### src/rtl/config_pkg.sv
// Shared types and sizing helpers for the FP/integer divide-sqrt arbiter.
package config_pkg;

  typedef enum logic [1:0] {
    IDLE  = 2'd0,
    START = 2'd1,
    BUSY  = 2'd2,
    HOLD  = 2'd3
  } stateT;

  localparam int MAXCYC_DEFAULT = 64;
  localparam int CNT_W          = $clog2(MAXCYC_DEFAULT);

  // Watchdog counter width for an arbitrary limit; never narrower than one bit.
  function automatic int cntWidth(input int maxCyc);
    return (maxCyc > 1) ? $clog2(maxCyc) : 1;
  endfunction

endpackage

### src/rtl/fdivsqrt_arb_if.sv
// Request/response bus between the FP and integer requesters and the divide-sqrt arbiter.
interface fdivsqrt_arb_if #(
  parameter int TAGW = 5
);

  logic            FReqValid;
  logic            FReqSqrt;
  logic [TAGW-1:0] FReqTag;
  logic            FReqReady;

  logic            IReqValid;
  logic [TAGW-1:0] IReqTag;
  logic            IReqReady;

  logic            RespValid;
  logic            RespInt;
  logic [TAGW-1:0] RespTag;
  logic            RespReady;

  modport slave (
    input  FReqValid, FReqSqrt, FReqTag,
    output FReqReady,
    input  IReqValid, IReqTag,
    output IReqReady,
    output RespValid, RespInt, RespTag,
    input  RespReady
  );

  modport master (
    output FReqValid, FReqSqrt, FReqTag,
    input  FReqReady,
    output IReqValid, IReqTag,
    input  IReqReady,
    input  RespValid, RespInt, RespTag,
    output RespReady
  );

endinterface

### src/rtl/fdivsqrt_rrgrant.sv
// Two-way round-robin grant: on contention the requester that was not served last wins.
module fdivsqrt_rrgrant (
  input  logic fReq,
  input  logic iReq,
  input  logic rrLast,
  output logic grantF,
  output logic grantI
);

  // rrLast = 1 means the integer side was served last, so FP goes next.
  always_comb begin
    grantF = 1'b0;
    grantI = 1'b0;
    if (fReq && iReq) begin
      grantF = rrLast;
      grantI = !rrLast;
    end else begin
      grantF = fReq;
      grantI = iReq;
    end
  end

endmodule

### src/rtl/fdivsqrt_arb.sv
// Arbitrates FP divide/sqrt and integer divide requests onto one shared divider.
// Define FDIVSQRT_IDIV_EN to enable the integer requester; otherwise only FP is served.
module fdivsqrt_arb
  import config_pkg::*;
#(
  parameter int TAGW   = 5,
  parameter int MAXCYC = 64
) (
  input  logic                 clk,
  input  logic                 reset,
  fdivsqrt_arb_if.slave        bus,
  input  logic                 Flush,
  output logic                 FDivStartE,
  output logic                 IDivStartE,
  output logic                 SqrtE,
  input  logic                 FDivBusyE,
  input  logic                 FDivDoneE,
  output logic                 StallM,
  output logic                 Timeout
);

  localparam int             CW      = cntWidth(MAXCYC);
  localparam logic [CW-1:0]  CNTLAST = CW'(MAXCYC - 1);

  stateT           state;
  stateT           nxt;
  logic [CW-1:0]   cnt;
  logic            kindInt;
  logic            sqrtReg;
  logic [TAGW-1:0] tagReg;
  logic            rrLast;

  logic            grantF;
  logic            grantI;
  logic            iReqGated;
  logic            accept;
  logic            rrUpd;
  logic            tmo;
  logic            live;
  logic            unusedInputs;

`ifdef FDIVSQRT_IDIV_EN
  assign iReqGated    = bus.IReqValid;
  assign unusedInputs = FDivBusyE;
`else
  assign iReqGated    = 1'b0;
  assign unusedInputs = ^{FDivBusyE, bus.IReqValid};
`endif

  fdivsqrt_rrgrant uGrant (
    .fReq   (bus.FReqValid),
    .iReq   (iReqGated),
    .rrLast (rrLast),
    .grantF (grantF),
    .grantI (grantI)
  );

  assign accept = (state == IDLE) && !Flush && (grantF || grantI);

  // Next-state logic; Flush beats done in BUSY, done beats the watchdog.
  always_comb begin
    nxt   = state;
    rrUpd = 1'b0;
    tmo   = 1'b0;
    unique case (state)
      IDLE: begin
        if (accept) nxt = START;
      end
      START: begin
        if (Flush) begin
          nxt   = IDLE;
          rrUpd = 1'b1;
        end else begin
          nxt = BUSY;
        end
      end
      BUSY: begin
        if (Flush) begin
          nxt   = IDLE;
          rrUpd = 1'b1;
        end else if (FDivDoneE) begin
          nxt = HOLD;
        end else if (cnt == CNTLAST) begin
          nxt   = IDLE;
          rrUpd = 1'b1;
          tmo   = 1'b1;
        end
      end
      HOLD: begin
        if (bus.RespReady) begin
          nxt   = IDLE;
          rrUpd = 1'b1;
        end
      end
      default: nxt = IDLE;
    endcase
  end

  always_ff @(posedge clk) begin
    if (reset) begin
      state   <= IDLE;
      cnt     <= '0;
      kindInt <= 1'b0;
      sqrtReg <= 1'b0;
      tagReg  <= '0;
      rrLast  <= 1'b1;
    end else begin
      state <= nxt;
      if (accept) begin
        kindInt <= grantI;
        sqrtReg <= grantI ? 1'b0 : bus.FReqSqrt;
        tagReg  <= grantI ? bus.IReqTag : bus.FReqTag;
      end
      if (state == START) begin
        cnt <= '0;
      end else if (state == BUSY) begin
        cnt <= cnt + 1'b1;
      end
      if (rrUpd) rrLast <= kindInt;
    end
  end

  // Every output is forced low while reset is asserted, even mid-operation.
  assign live          = !reset;
  assign bus.FReqReady = live && accept && grantF;
  assign FDivStartE    = live && (state == START) && !kindInt;
  assign SqrtE         = live && (state == START) && sqrtReg;
  assign bus.RespValid = live && (state == HOLD);
  assign bus.RespTag   = (live && (state == HOLD)) ? tagReg : '0;
  assign StallM        = live && (state == HOLD) && !bus.RespReady;
  assign Timeout       = live && tmo;

`ifdef FDIVSQRT_IDIV_EN
  assign bus.IReqReady = live && accept && grantI;
  assign IDivStartE    = live && (state == START) && kindInt;
  assign bus.RespInt   = live && (state == HOLD) && kindInt;
`else
  assign bus.IReqReady = 1'b0;
  assign IDivStartE    = 1'b0;
  assign bus.RespInt   = 1'b0;
`endif

endmodule

### src/flat_wrapper.sv
// flat-port wrapper written by rule: the top's interface ports become plain ports
module fdivsqrt_arb_flat import config_pkg::*;
#(
  parameter int TAGW   = 5,
  parameter int MAXCYC = 64
)
  (clk, reset, Flush, FDivStartE, IDivStartE, SqrtE, FDivBusyE, FDivDoneE, StallM, Timeout, bus_FReqValid, bus_FReqSqrt, bus_FReqTag, bus_FReqReady, bus_IReqValid, bus_IReqTag, bus_IReqReady, bus_RespValid, bus_RespInt, bus_RespTag, bus_RespReady);
  fdivsqrt_arb_if #(.TAGW(TAGW)) bus_i ();
  input  logic clk;
  input  logic reset;
  input  logic Flush;
  output logic FDivStartE;
  output logic IDivStartE;
  output logic SqrtE;
  input  logic FDivBusyE;
  input  logic FDivDoneE;
  output logic StallM;
  output logic Timeout;
  input wire logic [$bits(bus_i.FReqValid)-1:0] bus_FReqValid;
  input wire logic [$bits(bus_i.FReqSqrt)-1:0] bus_FReqSqrt;
  input wire logic [$bits(bus_i.FReqTag)-1:0] bus_FReqTag;
  output wire logic [$bits(bus_i.FReqReady)-1:0] bus_FReqReady;
  input wire logic [$bits(bus_i.IReqValid)-1:0] bus_IReqValid;
  input wire logic [$bits(bus_i.IReqTag)-1:0] bus_IReqTag;
  output wire logic [$bits(bus_i.IReqReady)-1:0] bus_IReqReady;
  output wire logic [$bits(bus_i.RespValid)-1:0] bus_RespValid;
  output wire logic [$bits(bus_i.RespInt)-1:0] bus_RespInt;
  output wire logic [$bits(bus_i.RespTag)-1:0] bus_RespTag;
  input wire logic [$bits(bus_i.RespReady)-1:0] bus_RespReady;
  assign bus_i.FReqValid = bus_FReqValid;
  assign bus_i.FReqSqrt = bus_FReqSqrt;
  assign bus_i.FReqTag = bus_FReqTag;
  assign bus_FReqReady = bus_i.FReqReady;
  assign bus_i.IReqValid = bus_IReqValid;
  assign bus_i.IReqTag = bus_IReqTag;
  assign bus_IReqReady = bus_i.IReqReady;
  assign bus_RespValid = bus_i.RespValid;
  assign bus_RespInt = bus_i.RespInt;
  assign bus_RespTag = bus_i.RespTag;
  assign bus_i.RespReady = bus_RespReady;
  fdivsqrt_arb #(.TAGW(TAGW), .MAXCYC(MAXCYC)) u_core (.clk(clk), .reset(reset), .bus(bus_i), .Flush(Flush), .FDivStartE(FDivStartE), .IDivStartE(IDivStartE), .SqrtE(SqrtE), .FDivBusyE(FDivBusyE), .FDivDoneE(FDivDoneE), .StallM(StallM), .Timeout(Timeout));
endmodule
### config.mk
export PLATFORM = sky130hd
export DESIGN_NAME = fdivsqrt_arb_flat
export DESIGN_NICKNAME = d
export VERILOG_FILES = /design/src/rtl/config_pkg.sv /design/src/rtl/fdivsqrt_arb_if.sv /design/src/rtl/fdivsqrt_rrgrant.sv /design/src/rtl/fdivsqrt_arb.sv /design/src/flat_wrapper.sv
export SDC_FILE = /design/constraint.sdc
export NUM_CORES = 1
export LEC_CHECK = 0
export ABC_AREA = 1
export CAP_MARGIN = 40
export CORE_MARGIN = 4
export CORE_UTILIZATION = 44
export DETAILED_ROUTE_END_ITERATION = 7
export GPL_TIMING_DRIVEN = 1
export PLACE_DENSITY = 0.76
export REMOVE_ABC_BUFFERS = 1
export SYNTH_ARGS = -nofsm -noshare
export SYNTH_HDL_FRONTEND = slang
export SYNTH_HIERARCHICAL = 1
export SYNTH_SLANG_ARGS = --single-unit
### constraint.sdc
create_clock -name clk -period 1.55 [get_ports clk]
set_input_delay 0.2325 -clock clk [delete_from_list [all_inputs] [get_ports clk]]
set_output_delay 0.2325 -clock clk [all_outputs]
set_load 0.05 [all_outputs]
==> results.sh <==
export IMPL_grt_pass1_vias=1107
export IMPL_die_w_um=54.09
export IMPL_run_status="finished, final reports clean"
export IMPL_worstPathArrival_ns=1.30
export IMPL_fin_nets=214
export IMPL_synth_top_cell_by_area="dfxtp_1"
export IMPL_final_min_clock_period_ns=1.534
export IMPL_num_rows=16
export IMPL_grt_first_pass_wirelength_um=4429
export IMPL_synth_avg_cell_area_um2=6.446
export IMPL_initial_core_util_pct=47.16
export IMPL_die_h_um=54.09
export IMPL_yosys_top_cells_count="nand2_1, inv_1, nor2_1"
export IMPL_num_antenna_cells=0
export IMPL_cts_buffers=3
export IMPL_clock_latency_ns=0.29
export IMPL_fmax_ghz=0.6520
export IMPL_grt_start_max_net_pins=15
export IMPL_yosysWarnings=6
export IMPL_yosys_most_used_dff="dfxtp_1"
export IMPL_synth_area_top_cells="dfxtp_1, nand2_1, inv_1"
export IMPL_synth_edff_count=0
export IMPL_tightest_slew_ns=0.5323
export IMPL_route_vias_total=1100
export IMPL_yosys_area_share_simple_pct=39.22
export IMPL_clk_path_buf_depth=2
export IMPL_cp_slowest_stage_delay_ns=0.36
export IMPL_timing_final_crit_share_pct=98.95
export IMPL_finalHoldViolCount=0
export IMPL_cp_end_kind="output pin"
export IMPL_drc_errors=0
export IMPL_synth_compound_area_share_pct=10.04
export IMPL_worst_setup_path_type="flip-flop to output pin"
export IMPL_p_leak_uw=0.0006938
export IMPL_drive_above_1_share_pct=37.82
export IMPL_synthesis_area_um2=934.6
export IMPL_drv_cap=0
export IMPL_clk_pin_slew_ns=0.09
export IMPL_report_final_slew_viol_count=0
export IMPL_rsz0062_at_grt="yes"
export IMPL_finClkSkew_ns=0.0005100
export IMPL_drt_iter0_markers=23
export IMPL_ant_nets=0
export IMPL_synth_async_sr_flop_share_pct=0
export IMPL_ys_seq_elements=16
export IMPL_fin_cells=220
export IMPL_clock_sinks=16
export IMPL_syn_to_final_growth_pct=76.17
export IMPL_core_area_mm2=0.001982
export IMPL_cts_tree="built"
export IMPL_die_area_mm2=0.002926
export IMPL_setup_viol=0
export IMPL_yosysTopAreaCellShare_pct=34.27
export IMPL_cts_root_buf="clkbuf_4"
export IMPL_hp_class="flip-flop to flip-flop"
export IMPL_synth_xor_area_share_pct=1.874
export IMPL_reg2reg_slack_ns=0.33
export IMPL_dpl_cell_count=210
export IMPL_via_per_inst=5.000
export IMPL_powerDensity_mw_per_mm2=616.0
export IMPL_cp_slowest_cell="dfxtp_2"
export IMPL_slew_headroom_pct=64.52
export IMPL_portBuffers=27
export IMPL_drt_wl_total_um=3000
export IMPL_synth_mux_area_share_pct=0
export IMPL_startpoint_type="flip-flop"
export IMPL_synth_top_family_by_area="simple AND/OR/NAND/NOR gates"
export IMPL_routedWlPerCell_um=13.64
export IMPL_gp_congestion=0.9092
export IMPL_netlist_instances=145
export IMPL_postLayoutCoreUtil_pct=83.08
export IMPL_required_ns=1.32
export IMPL_grt_overflow_total=0
export IMPL_vdd_drop_max_mv=0.7228
export IMPL_synthAdderAreaFrac_pct=1.339
export IMPL_path_cells="ha_4 > inv_2 > nor2_4 > nand2_2 > nor3_2 > buf_4 > buf_12"
export IMPL_worstPathMaxFanout=2
export IMPL_yosysUniqueCellTypes=26
export IMPL_ios=33
export IMPL_drt_first_pass_iters=4
export IMPL_grtUsageTotal_pct=20.77
export IMPL_synth_most_common_cell="nand2_1"
export IMPL_antenna_found_initial=0
export IMPL_seq_area_frac_synth_pct=34.27
export IMPL_hpwlAfterDp_um=1984
export IMPL_htree_levels=1
## cell usage in the layout, fill, tap and decap left out
cell type	count
a21oi_1	9
a21oi_2	1
and3_4	1
buf_12	11
buf_4	18
clkbuf_4	3
clkbuf_8	1
clkdlybuf4s50_1	14
conb_1	5
dfxtp_1	9
dfxtp_2	4
dfxtp_4	3
dlygate4sd2_1	2
ha_4	1
inv_1	16
inv_2	4
inv_4	2
nand2_1	35
nand2_2	5
nand3_1	8
nand3_2	3
nand4_1	1
nor2_1	10
nor2_4	12
nor3_2	2
nor3b_1	1
nor3b_2	1
nor4_4	1
o21ai_0	7
o21ai_1	1
xnor2_1	1
xor2_1	1
## layout make-up
cell class | count | area [um2]
Fill cell | 114 | 335.3
Multi-Input combinational cell | 106 | 639.4
Clock buffer | 4 | 36.28
Inverter | 22 | 87.58
Tap cell | 27 | 33.78
Sequential cell | 16 | 336.6
Timing Repair Buffer | 45 | 513.0
## registers in the layout, summed over array words and instances (netlist names)
register,cells
u_core/kindInt,1
u_core/cnt,6
u_core/rrLast,1
u_core/tagReg,5
u_core/sqrtReg,1
u_core/state,2
## worst max-delay path: cells and delay by family, from the launching register on
family / cells / cell delay (ns)
buffers and inverters: 3 / 0.29
AND/OR/NAND/NOR: 3 / 0.22
adder cells (fa/ha/maj): 1 / 0.14
flip-flops: 1 / 0.36
## path summary, 6_finish.rpt
check / startpoint / end / cells after the start
worst min register to register: u_core/sqrtReg / u_core/sqrtReg / 2
worst min-delay path: u_core/sqrtReg / u_core/sqrtReg / 2
worst max register to register: u_core/state[1] / u_core/cnt[5] / 8
worst max-delay path: u_core/cnt[1] / Timeout / 7
## where the power goes
| part | internal, uW | switching (uW) | total (uW) |
|---|---|---|---|
| sequential | 433 | 22.5 | 455 |
| clock | 143 | 132 | 275 |
| combinational | 121 | 163 | 284 |
## repair_timing
item                       4_1_cts  5_1_grt
setup buffers                    4        2
setup endpoints to repair       10       10
pin swaps                        6        5
hold buffers                     0        0
resized for setup               30       19
## per-layer routing
metal	track usage, %	vias to the layer above	wire [um]
li1	-	544	-
met1	21.10	494	1094
met3	9.418	6	261
met4	7.884	0	40
met5	0	-	0
met2	36.90	56	1603
## logic make-up (layout without fill, tap and decap cells)
family,Yosys count,after routing
flip-flops,16,16
AO/OA/AOI/OAI,18,18
buffers and inverters,27,71
other,1,5
XOR/XNOR,2,2
AND/OR/NAND/NOR,80,80
adder cells (fa/ha/maj),1,1
## stage by stage
stage	TNS, ns	total power (uW)	hold slack (ns)	worst slack (ns)	instance area, um2
after global placement	-0.2223	680.6	0.4379	-0.09023	1416
after detailed placement	-0.3754	690.6	0.4512	-0.1185	1416
after CTS	-0.04498	979.5	0.4711	-0.04418	1559
after global routing	-0.4045	1078	0.5172	-0.1068	1647
after floorplan	-5.602	582.4	0.3016	-0.7651	912.1
final	0	1014	0.4923	0.01630	1647
(Power assumes the default switching activity.)
